**src/rtl/ahb_lite_master.sv**
```systemverilog
// AHB-Lite single-transfer initiator: valid/ready command stream in, pipelined
// NONSEQ/SINGLE/word transfers out, one in-order response per command.
module ahb_lite_master #(
  parameter int unsigned ADDR_W = 32,
  parameter int unsigned DATA_W = 32
) (
  input  logic              HCLK,
  input  logic              HRESETn,
  input  logic              cmd_valid,
  output logic              cmd_ready,
  input  logic              cmd_write,
  input  logic [ADDR_W-1:0] cmd_addr,
  input  logic [DATA_W-1:0] cmd_wdata,
  output logic              rsp_valid,
  output logic              rsp_write,
  output logic [DATA_W-1:0] rsp_rdata,
  output logic              rsp_err,
  output logic              busy,
  output logic [ADDR_W-1:0] HADDR,
  output logic              HWRITE,
  output logic [1:0]        HTRANS,
  output logic [2:0]        HSIZE,
  output logic [2:0]        HBURST,
  output logic [DATA_W-1:0] HWDATA,
  input  logic [DATA_W-1:0] HRDATA,
  input  logic              HREADY,
  input  logic              HRESP
);

  typedef enum logic [1:0] {
    TRANS_IDLE   = 2'b00,
    TRANS_NONSEQ = 2'b10
  } htrans_e;

  logic              a_vld_q,   a_vld_d;
  logic [ADDR_W-1:0] a_addr_q,  a_addr_d;
  logic              a_write_q, a_write_d;
  logic [DATA_W-1:0] a_wdata_q, a_wdata_d;
  logic              d_vld_q,   d_vld_d;
  logic              d_write_q, d_write_d;
  logic [DATA_W-1:0] hwdata_q,  hwdata_d;
  logic              rsp_valid_q, rsp_valid_d;
  logic              rsp_write_q, rsp_write_d;
  logic [DATA_W-1:0] rsp_rdata_q, rsp_rdata_d;
  logic              rsp_err_q,   rsp_err_d;
  logic              accept;
  logic              unused_addr_lsb;

  assign unused_addr_lsb = ^cmd_addr[1:0];

  // An empty address slot may load even while the data phase is stalled.
  assign cmd_ready = !a_vld_q || HREADY;
  assign accept    = cmd_valid && cmd_ready;

  always_comb begin
    a_vld_d     = a_vld_q;
    a_addr_d    = a_addr_q;
    a_write_d   = a_write_q;
    a_wdata_d   = a_wdata_q;
    d_vld_d     = d_vld_q;
    d_write_d   = d_write_q;
    hwdata_d    = hwdata_q;
    rsp_valid_d = 1'b0;
    rsp_write_d = rsp_write_q;
    rsp_rdata_d = rsp_rdata_q;
    rsp_err_d   = rsp_err_q;

    if (HREADY) begin
      if (d_vld_q) begin
        rsp_valid_d = 1'b1;
        rsp_write_d = d_write_q;
        rsp_err_d   = HRESP;
        rsp_rdata_d = d_write_q ? '0 : HRDATA;
      end
      d_vld_d   = a_vld_q;
      d_write_d = a_write_q;
      if (a_vld_q) begin
        hwdata_d = a_wdata_q;
      end
      a_vld_d = 1'b0;
    end

    if (accept) begin
      a_vld_d   = 1'b1;
      a_addr_d  = {cmd_addr[ADDR_W-1:2], 2'b00};
      a_write_d = cmd_write;
      a_wdata_d = cmd_wdata;
    end
  end

  always_ff @(posedge HCLK) begin
    if (!HRESETn) begin
      a_vld_q     <= 1'b0;
      a_addr_q    <= '0;
      a_write_q   <= 1'b0;
      a_wdata_q   <= '0;
      d_vld_q     <= 1'b0;
      d_write_q   <= 1'b0;
      hwdata_q    <= '0;
      rsp_valid_q <= 1'b0;
      rsp_write_q <= 1'b0;
      rsp_rdata_q <= '0;
      rsp_err_q   <= 1'b0;
    end else begin
      a_vld_q     <= a_vld_d;
      a_addr_q    <= a_addr_d;
      a_write_q   <= a_write_d;
      a_wdata_q   <= a_wdata_d;
      d_vld_q     <= d_vld_d;
      d_write_q   <= d_write_d;
      hwdata_q    <= hwdata_d;
      rsp_valid_q <= rsp_valid_d;
      rsp_write_q <= rsp_write_d;
      rsp_rdata_q <= rsp_rdata_d;
      rsp_err_q   <= rsp_err_d;
    end
  end

  assign HTRANS    = a_vld_q ? TRANS_NONSEQ : TRANS_IDLE;
  assign HADDR     = a_addr_q;
  assign HWRITE    = a_write_q;
  assign HSIZE     = 3'b010;
  assign HBURST    = 3'b000;
  assign HWDATA    = hwdata_q;
  assign busy      = a_vld_q || d_vld_q;
  assign rsp_valid = rsp_valid_q;
  assign rsp_write = rsp_write_q;
  assign rsp_rdata = rsp_rdata_q;
  assign rsp_err   = rsp_err_q;

endmodule

```
**config.mk**
```make
export PLATFORM = sky130hd
export DESIGN_NAME = ahb_lite_master
export DESIGN_NICKNAME = d
export VERILOG_FILES = /design/src/rtl/ahb_lite_master.sv
export SDC_FILE = /design/constraint.sdc
export NUM_CORES = 1
export LEC_CHECK = 0
export CAP_MARGIN = 40
export CORE_MARGIN = 4
export CORE_UTILIZATION = 47
export CTS_CLUSTER_SIZE = 20
export DETAILED_ROUTE_END_ITERATION = 10
export HOLD_SLACK_MARGIN = 0.06
export PLACE_DENSITY_LB_ADDON = 0.05
export SLEW_MARGIN = 25
export SYNTH_ARGS = -nofsm -noshare
export SYNTH_HDL_FRONTEND = slang
export SYNTH_SLANG_ARGS = --single-unit
```
**constraint.sdc**
```tcl
create_clock -name HCLK -period 2.1 [get_ports HCLK]
set_clock_uncertainty 0.1 [all_clocks]
set_input_delay 0.42 -clock HCLK [delete_from_list [all_inputs] [get_ports HCLK]]
set_output_delay 0.42 -clock HCLK [all_outputs]
set_load 0.05 [all_outputs]
```
==> impl_metrics.toml <==
[sta]
fin_ws_ps = 35.5
tightestPinTransition_ps = 557
fmax_ghz = 0.484
period_share_pct = 98.3
finalMaxSlewViolations = 0
fin_crit_ps = 2060
max_slew_margin_pct = 62.8
holdWs_ps = 335
fin_tns_setup_ps = 0
setup_violations = 0
hold_viol = 0
rsz0062_at_grt = "no"

[cells_and_area]
area_growth_syn_to_layout_pct = 50.2
num_antenna_cells = 0
fin_area_sq_um = 8070
num-nets-final = 880
layout-drive-gt1-share_pct = 7.09
utilization_pct = 73.1

[placement]
port_buffers = 200
place.gp.congestion = 0.741
hpwl_microns = 9520
place_ws_ps = 172
place_area_sq_um = 7390

[global_route]
grt_pass1_wl_microns = 20900
grt_pass1_vias = 4454
grt_overflow_total = 0
antenna_found_initial = 0
grtUsageTotal_pct = 19.9
grt_max_degree = 54

[critical_path]
cp_slowest_cell = "clkdlybuf4s50_1"
worstPathMaxFanout = 2
r2r_start = "a_vld_q"
worstPathArrival_ps = 1540
path_cells = "clkdlybuf4s50_1"
path_class = "flip-flop to primary output"
r2r_setup_slack_ps = 790
cp_top_family = "buffers and inverters"
ff2ff_path_depth = 4
cp_slowest_stage_delay_ps = 810
timing.rr.end = "HADDR[10]"
crit_buf_inv = 1
required_ps = 1580
start_kind = "flip-flop"
end_kind = "primary output"

[synth]
netlist_instances = 593
yosys-top-cells-count = "nand2_1 (228), dfxtp_1 (133), mux2i_1 (64)"
synthMostInstantiatedCell = "nand2_1"
ys_ff_latch = 133
synthArstFlopShare_pct = 0
synth-main-ff-cell = "dfxtp_1"
yosys_warnings = 0
ys_types = 21
yosys.area.top_type = "dfxtp_1"
synth-edff-count = 0
syn_avg_cell_area_sq_um = 9.06
synth.top_cell.area_share_pct = 49.6
yosysSeqAreaShare_pct = 49.6
synth_area_leaders = "dfxtp_1 (50%), nand2_1 (16%), mux2i_1 (12%)"
synthesis.area_sq_um = 5370

[clock_tree]
clockBufferDepth = 2
cts-root-buf = "clkbuf_16"
numCtsBuffers = 17
clk-insertion-delay-late_ps = 410
post_cts_buffers = 0
cts_tree = "done"
cts_htree_levels = 4
numClockSinks = 133
path_clk_slew_ps = 50
cts_hold_buf = 0

[floorplan]
start_util_pct = 48.7
boundaryPins = 212
coreArea_sq_um = 11000
die_w_microns = 115
die_h_microns = 115
std_cell_rows = 38
die-area_sq_um = 13200

[detailed_routing]
avgViaCountPerCell = 4.86
ant_nets = 0
drc = 0
drt-pass1-iter-count = 4
wl_microns = 13500
routed-via-count = 4518
wl_per_cell_microns = 14.6
dr.first_iter.drc_count = 177

[hold_path]
hp-start = "HRESETn"
hold_path_depth = 2
min-delay-path-class = "primary input to flip-flop"
holdPathEnd = "rsp_write"

[power_and_ir_drop]
ir_drop_v = 0.000521
p_leak_nw = 3.99
powerDensity_nw_per_um2 = 813

[run_status]
status = "completed"

[job]
cap_viol_max_count = 0
-- metal layers --
metal	track usage [%]	share of wire, %	vias up
li1	-	-	2264
met5	0	0	-
met2	35.1	50	134
met1	21.6	40	2098
met3	7.84	8.4	22
met4	7.12	1.9	0
-- cells by family (layout without fill, tap and decap cells) --
group | after synthesis | count (layout) | share of synthesized area (%)
other cells | 2 | 9 | 0.140
simple gates | 268 | 268 | 21.5
compound gates | 68 | 68 | 9.51
flops | 133 | 133 | 49.6
buf+inv | 58 | 248 | 7.32
mux | 64 | 64 | 11.9
-- flip-flops by register name (all words and copies together) (netlist names) --
register and flops:
HWRITE 1, HADDR 30, rsp_valid 1, a_wdata_q 32, d_write_q 1, d_vld_q 1
a_vld_q 1, rsp_err 1, rsp_rdata 32, HWDATA 32, rsp_write 1
-- worst max path at each step --
stage | start | slack, ps | cells past startpoint | to
4_1_cts | HADDR[13] | 0.6 | 1 | HADDR[13]
6_report | rsp_rdata[4] | 40 | 1 | rsp_rdata[4]
3_5_place_dp | HREADY | 170 | 5 | HADDR[10]
3_3_place_gp | HREADY | 200 | 5 | HADDR[3]
2_1_floorplan | HREADY | 550 | 6 | HADDR[10]
5_1_grt | rsp_rdata[29] | 0.4 | 1 | rsp_rdata[29]
-- where the power goes --
group | total (W) | switching (W) | internal, W
logic | 0.000922 | 0.000516 | 0.000406
clock network | 0.00295 | 0.00104 | 0.00191
registers | 0.00268 | 0.0000526 | 0.00263
total | 0.00656 | 0.00160 | 0.00495
-- layout make-up --
class                   count  area [sq um]
fillers                   869          2970
flip-flops and latches    133          2660
multi-input cells         409          2340
repair buffers            216          2290
clock buffers              22           464
well taps                 140           175
clock inverters             9           128
inverters                   1          3.75
-- placed cells by master (no fill, tap or decap), drive strengths merged, types with 22 or more instances in the layout --
| master | n |
|---|---|
| nand2 | 228 |
| dfxtp | 133 |
| clkdlybuf4s50 | 116 |
| a21boi | 68 |
| mux2i | 64 |
| dlymetal6s2s | 46 |
| nand3b | 32 |
| dlygate4sd2 | 29 |
| buf | 25 |
| clkbuf | 22 |
-- through the flow --
step                      instances  power, W
after global placement          899   0.00366
after floorplan                 600   0.00332
after CTS                       930   0.00662
final                           930   0.00656
after global routing            930   0.00679
after detailed placement        899   0.00368
-- what timing repair did --
action / 4_1_cts / 5_1_grt
hold endpoints to repair: 0 / 0
endpoints found under the setup margin: 29 / 46
gates resized for setup: 29 / 46
No activity file was read; power rests on OpenSTA's default activity.
